[config.mk]
export PLATFORM = sky130hd
export DESIGN_NAME = skeleton_endpoint_finder
export DESIGN_NICKNAME = d
export VERILOG_FILES = /design/src/rtl/skeleton_endpoint_finder.sv
export SDC_FILE = /design/constraint.sdc
export NUM_CORES = 2
export LEC_CHECK = 0
export ABC_AREA = 1
export CORE_UTILIZATION = 58
export CTS_CLUSTER_SIZE = 24
export DETAILED_ROUTE_END_ITERATION = 7
export GPL_ROUTABILITY_DRIVEN = 0
export PLACE_DENSITY = 0.81
export SYNTH_ARGS = -nofsm -noshare
export SYNTH_HDL_FRONTEND = slang
export SYNTH_SLANG_ARGS = --single-unit
[constraint.sdc]
create_clock -name clk_in -period 4.3 [get_ports clk_in]
set_clock_uncertainty 0.15 [all_clocks]
set_input_delay 0.86 -clock clk_in [delete_from_list [all_inputs] [get_ports clk_in]]
set_output_delay 0.86 -clock clk_in [all_outputs]
set_load 0.005 [all_outputs]
[src/rtl/skeleton_endpoint_finder.sv]
// skeleton_endpoint_finder
// Consumes a raster-order skeleton bitstream, classifies every interior pixel
// from its 3x3 neighbourhood and queues the coordinates of endpoints in a
// small FIFO with a valid/ready head interface.
// Build option: define SKEL_BRANCH_DETECT_EN to also queue branch points
// (pt_type_out=1); without it the branch logic is absent and pt_type_out=0.
module skeleton_endpoint_finder #(
  parameter int HORIZONTAL_COUNT = 320,
  parameter int VERTICAL_COUNT   = 180,
  parameter int MAX_POINTS       = 16,
  localparam int HWIDTH = $clog2(HORIZONTAL_COUNT),
  localparam int VWIDTH = $clog2(VERTICAL_COUNT),
  localparam int CWIDTH = $clog2(MAX_POINTS + 1)
) (
  input  logic              clk_in,
  input  logic              rst_in,
  input  logic [HWIDTH-1:0] hcount_in,
  input  logic [VWIDTH-1:0] vcount_in,
  input  logic              pixel_in,
  input  logic              pixel_valid_in,
  output logic [HWIDTH-1:0] pt_x_out,
  output logic [VWIDTH-1:0] pt_y_out,
  output logic              pt_type_out,
  output logic              pt_valid_out,
  input  logic              pt_ready_in,
  output logic              frame_done_out,
  output logic [CWIDTH-1:0] point_count_out,
  output logic              overflow_out
);

  localparam int                PWIDTH    = (MAX_POINTS > 1) ? $clog2(MAX_POINTS) : 1;
  localparam logic [CWIDTH-1:0] FULL      = CWIDTH'(MAX_POINTS);
  localparam logic [PWIDTH-1:0] LAST_SLOT = PWIDTH'(MAX_POINTS - 1);

  logic                        active;
  logic                        frame_start;
  logic                        take;
  logic [HORIZONTAL_COUNT-1:0] line1;
  logic [HORIZONTAL_COUNT-1:0] line2;
  logic [2:0]                  col_cur;
  logic [2:0]                  w_left;
  logic [2:0]                  w_mid;
  logic [2:0]                  w_right;
  logic                        eval_q;
  logic                        last_q;
  logic [HWIDTH-1:0]           cx_q;
  logic [VWIDTH-1:0]           cy_q;
  logic [7:0]                  ring;
  logic [3:0]                  nbr_count;
  logic                        is_end;
  logic                        is_branch;
  logic                        det_valid;

  logic [HWIDTH-1:0]           mem_x [MAX_POINTS];
  logic [VWIDTH-1:0]           mem_y [MAX_POINTS];
  logic [PWIDTH-1:0]           rd_ptr;
  logic [PWIDTH-1:0]           wr_ptr;
  logic [CWIDTH-1:0]           fill;
  logic                        full;
  logic                        push;
  logic                        pop;
  logic                        drop;

  function automatic logic [PWIDTH-1:0] bump(input logic [PWIDTH-1:0] p);
    return (p == LAST_SLOT) ? '0 : p + PWIDTH'(1);
  endfunction

  // Pixel (0,0) opens a frame; until then (e.g. after a mid-frame reset)
  // the stream is ignored.
  assign frame_start = pixel_valid_in && (hcount_in == '0) && (vcount_in == '0);
  assign take        = pixel_valid_in && (active || frame_start);

  // Column of the current pixel: bit2 = row v-2, bit1 = row v-1, bit0 = row v.
  assign col_cur = frame_start ? {2'b00, pixel_in}
                               : {line2[hcount_in], line1[hcount_in], pixel_in};

  // Frame-active flag, armed by the first frame start after reset.
  always_ff @(posedge clk_in or negedge rst_in) begin
    if (!rst_in) begin
      active <= 1'b0;
    end else if (frame_start) begin
      active <= 1'b1;
    end
  end

  // Two previous-row line buffers, shifted one row per accepted pixel column.
  always_ff @(posedge clk_in or negedge rst_in) begin
    if (!rst_in) begin
      line1 <= '0;
      line2 <= '0;
    end else if (take) begin
      if (frame_start) begin
        line2 <= '0;
        line1 <= HORIZONTAL_COUNT'(pixel_in);
      end else begin
        line2[hcount_in] <= line1[hcount_in];
        line1[hcount_in] <= pixel_in;
      end
    end
  end

  // 3x3 window shift plus the one-cycle evaluate / last-pixel strobes.
  // Centres with h>=2, v>=2 are always interior, so borders never report.
  always_ff @(posedge clk_in or negedge rst_in) begin
    if (!rst_in) begin
      w_left         <= '0;
      w_mid          <= '0;
      w_right        <= '0;
      eval_q         <= 1'b0;
      last_q         <= 1'b0;
      cx_q           <= '0;
      cy_q           <= '0;
      frame_done_out <= 1'b0;
    end else begin
      eval_q         <= take && (hcount_in >= HWIDTH'(2)) && (vcount_in >= VWIDTH'(2));
      last_q         <= take && (hcount_in == HWIDTH'(HORIZONTAL_COUNT - 1))
                             && (vcount_in == VWIDTH'(VERTICAL_COUNT - 1));
      frame_done_out <= last_q;
      if (take) begin
        if (frame_start) begin
          w_left <= '0;
          w_mid  <= '0;
        end else begin
          w_left <= w_mid;
          w_mid  <= w_right;
        end
        w_right <= col_cur;
        cx_q    <= hcount_in - HWIDTH'(1);
        cy_q    <= vcount_in - VWIDTH'(1);
      end
    end
  end

  // Neighbour ring clockwise from top-left: TL,T,TR,R,BR,B,BL,L = bits 0..7.
  assign ring      = {w_left[1], w_left[0], w_mid[0], w_right[0],
                      w_right[1], w_right[2], w_mid[2], w_left[2]};
  assign nbr_count = 4'($countones(ring));
  assign is_end    = w_mid[1] && (nbr_count == 4'd1);
  assign det_valid = eval_q && (is_end || is_branch);

  assign full = (fill == FULL);
  assign pop  = pt_valid_out && pt_ready_in;
  // A push that lands on the frame-start edge is discarded with the flush.
  assign push = det_valid && !frame_start && (!full || pop);
  assign drop = det_valid && !frame_start && full && !pop;

`ifdef SKEL_BRANCH_DETECT_EN
  logic [7:0] ring_next;
  logic [3:0] rise_count;
  logic       mem_t [MAX_POINTS];

  // A 0->1 step between ring neighbours marks the start of one arm.
  assign ring_next  = {ring[0], ring[7:1]};
  assign rise_count = 4'($countones(~ring & ring_next));
  assign is_branch  = w_mid[1] && (rise_count >= 4'd3);

  // Point-type storage alongside the coordinate memory.
  always_ff @(posedge clk_in) begin
    if (push) begin
      mem_t[wr_ptr] <= is_branch;
    end
  end

  assign pt_type_out = pt_valid_out && mem_t[rd_ptr];
`else
  assign is_branch   = 1'b0;
  assign pt_type_out = 1'b0;
`endif

  // Coordinate storage; contents are only visible through the gated head.
  always_ff @(posedge clk_in) begin
    if (push) begin
      mem_x[wr_ptr] <= cx_q;
      mem_y[wr_ptr] <= cy_q;
    end
  end

  // FIFO pointers, occupancy, per-frame push count and sticky overflow.
  always_ff @(posedge clk_in or negedge rst_in) begin
    if (!rst_in) begin
      rd_ptr          <= '0;
      wr_ptr          <= '0;
      fill            <= '0;
      point_count_out <= '0;
      overflow_out    <= 1'b0;
    end else if (frame_start) begin
      rd_ptr          <= '0;
      wr_ptr          <= '0;
      fill            <= '0;
      point_count_out <= '0;
      overflow_out    <= 1'b0;
    end else begin
      if (push) begin
        wr_ptr <= bump(wr_ptr);
      end
      if (pop) begin
        rd_ptr <= bump(rd_ptr);
      end
      if (push && !pop) begin
        fill <= fill + CWIDTH'(1);
      end else if (pop && !push) begin
        fill <= fill - CWIDTH'(1);
      end
      if (push && (point_count_out != FULL)) begin
        point_count_out <= point_count_out + CWIDTH'(1);
      end
      if (drop) begin
        overflow_out <= 1'b1;
      end
    end
  end

  assign pt_valid_out = (fill != '0);
  assign pt_x_out     = pt_valid_out ? mem_x[rd_ptr] : '0;
  assign pt_y_out     = pt_valid_out ? mem_y[rd_ptr] : '0;

endmodule

==> reports/results.tsv <==
stage	metric	value	unit
grt	most used routing layer	met2	
power_and_ir_drop	Leakage	24.0	nW
sta	crit path time final	4330	ps
placed_design	DP Area	51100	µm²
worst_setup_path	Worst setup EP type	flop	
grt	vias in the first global route	42819	
sta	Final setup viols	1	
route	Post-DRT Antenna Nets	0	
route	Vias/cell	6.19	
grt	GRT met1 Usage	44.3	%
sta	final worst slack	-28.1	ps
grt	M3 GR Usage	6.91	%
synth	Area contributors post-synth	dfrtp_1 35%, edfxtp_1 17%, nand2_1 12%, nor2_1 7.3%, o21ai_0 6.0%	
cells_and_area	Layout area overhead	11.1	%
grt	GRT Residual Overflow	0	
synth	Yosys top cell area share	35.0	%
placed_design	Buffers on Ports	46	
placed_design	post-DP HPWL	87.8	mm
min_path	Worst Hold Class	primary input to asynchronous set/reset pin	
route	Initial DRC Count	5674	
die	Initial Util	58.8	%
die	I/O Pins	48	
worst_setup_path	crit start category	flop	
power_and_ir_drop	Cell Pwr Density	433	nW/µm²
clock_network	clock slew at reported path FFs	60	ps
clock_network	CTS Sinks	961	
sta	final hold slack	7.39	ps
synth	Netlist Area Pre-Place	49300	µm²
die	Rows	106	
cells_and_area	final net count	5993	
worst_setup_path	WP data required	4720	ps
route	Routed WL	150	mm
grt	met2 Use GR	54.9	%
clock_network	htree depth	3	
sta	RSZ-0062 raised after global routing	yes	
sta	Final Hold Vio Count	0	
die	total core area	83800	µm²
cells_and_area	most frequent cells in the layout	1607 x nand2_1, 944 x nor2_1, 686 x dfrtp_1	
route	DRC errors left	0	
power_and_ir_drop	VDD IR max	0.380	mV
sta	fmax	231	MHz
route	total iterations of the first detailed-routing run	8	
synth	Yosys top cell by area	dfrtp_1	
synth	register area share after synthesis	51.6	%
cells_and_area	fin cells	7166	
clock_network	CTS tree	done	
die	Horiz. Die Dim	293	µm
run_status	status	finished, violations left	
worst_setup_path	Critical Path Fanout Max	4	
die	die height	293	µm
clock_network	clock root cell	clkbuf_16	
synth	syn_nets	6137	
grt	gr usage total	34.4	%
worst_setup_path	Arr. time, crit path	4750	ps
sta	final worst path period share	101	%
die	Die ar.	86100	µm²
synth	Main synth FF type	dfrtp_1	
grt	largest net degree at the start of global routing	122	
cells_and_area	commonest non-fill, non-tap cell in the layout	nand2_1	
synth	Avg Inst Size Synth	8.09	µm²
synth	FF+latch count, synth	961	
route	Vias	44325	
grt	global-route wire length before repair	235	mm
flow_run	# Max-Cap Violations	0	
cells_and_area	fin area	54700	µm²
sta	Slew headroom	19.8	%
synth	async set-reset flop share out of synthesis	71.7	%
route	WL/cell	20.9	µm
cells_and_area	share of layout cells above drive strength 1	8.36	%
clock_network	CTS Buf Count	98	
grt	initial antenna violation count	3	
synth	Distinct cells, synth	49	
sta	Final Max Tran Viols	0	
cells_and_area	final core occ	65.3	%
worst_setup_path	Crit Path Class	flop to flop	
sta	Worst Tran Pin Value	1200	ps
run_status	failing checks	negative setup slack	
clock_network	maximum root-to-sink buffer count	3	
placed_design	placed cells	6972	
synth	Synth Instances	6088	
sta	Setup Total Neg Slack	-28.1	ps
synth	warnings from Yosys	0	
synth	number of synthesized flops with an enable pin	272	
clock_network	Clk Latency, worst-skew pair	680	ps
==> final timing paths <==
path                       slack, ps  startpoint        endpoint  cells after the start
setup / recovery                 -30   w_left[1]         fill[4]                     20
hold / removal                     7      rst_in         fill[0]                      1
setup reg to reg                 -30   w_left[1]         fill[4]                     20
hold reg to reg                  210      last_q  frame_done_out                      0
max in group asynchronous       2780      rst_in      line2[245]                      2
min in group clk_in              210      last_q  frame_done_out                      0
==> cell type report <==
type | count | area, µm²
Inverter | 360 | 1380
Antenna cell | 3 | 7.51
Fill cell | 6533 | 29100
Clock buffer | 146 | 2830
Clock inverter | 39 | 480
Tap cell | 1134 | 1420
Multi-Input combinational cell | 4294 | 20500
Sequential cell | 961 | 25400
Timing Repair Buffer | 229 | 2670
==> metrics by stage <==
| stage | setup slack (ps) | power, mW |
|---|---|---|
| 2_1_floorplan | -129 | 12.8 |
| 3_3_place_gp | -17.4 | 14.6 |
| 3_5_place_dp | 7.27 | 14.7 |
| 4_1_cts | 16.2 | 23.4 |
| 5_1_grt | -218 | 24.5 |
| 6_report | -28.1 | 23.7 |
==> routing by layer <==
metal  vias to the layer above  part of all wire (%)
li1                      19887                     -
met1                     21171                    36
met2                      2735                    46
met3                       532                    11
met4                         0                   5.7
met5                         -                     0
==> where the power goes <==
part	internal (mW)	total (mW)	switching, mW
combinational	1.72	4.82	3.10
sequential	9.71	10.1	0.376
clock	5.07	8.79	3.72
==> cells by family (layout without fill, tap and decap cells) <==
logic type / count (synthesis) / in the layout / synth area share [%]
xor+xnor: 12 / 12 / 0.213
fa+ha+maj: 27 / 27 / 0.762
flops: 961 / 961 / 51.6
buf+inv: 833 / 774 / 7.28
simple gates: 3131 / 3131 / 25.5
other cells: 1 / 4 / 0.00761
mux: 27 / 27 / 0.549
compound gates: 1096 / 1096 / 14.2
==> sequential cells by signal, summed over array words and instances (netlist names) <==
signal           cells
mem_x              144
point_count_out      5
cx_q                 9
w_left               3
line2              320
active               1
w_mid                3
fill                 5
last_q               1
cy_q                 8
mem_y              128
frame_done_out       1
w_right              3
overflow_out         1
wr_ptr               4
rd_ptr               4
eval_q               1
line1              320
==> synth_stat cells, drive strengths merged (9+ instances only) <==
cell type and count:
o31ai 293, or2 20, a21oi 37, nor3 32, edfxtp 272, ha 22, dfrtp 689, a31oi 24
nand2 1616, nor2 968, clkbuf 274, o21ai 621, o32ai 41, buf 199, o211ai 22, inv 356
nand3b 9, o22ai 22, o221ai 27, nand3 477, mux2i 27
==> critical path, cell delays in order (launching register included) <==
cell     delay [ps]
dfrtp_1         400
inv_2            60
fa_1            430
fa_1            510
fa_1            400
inv_1            70
ha_2            170
inv_2            40
fa_1            480
nand3_1          70
a21oi_1         110
nand2_1         110
nor3_4          150
nand2_2         120
fa_2            350
nand2_1          90
nand2_1          90
a21oi_2         160
nand3_1         100
nand3_1         100
nand2_1          50
==> what timing repair did <==
| action | 4_1_cts | 5_1_grt |
|---|---|---|
| hold buffers | 0 | 0 |
| setup buffers | 1 | 4 |
| cloned | 0 | 1 |
| gates resized for setup | 5 | 41 |
| setup endpoints to repair | 12 | 275 |
| pin swaps | 0 | 4 |
Note: power is estimated with default switching activity, not from simulation.
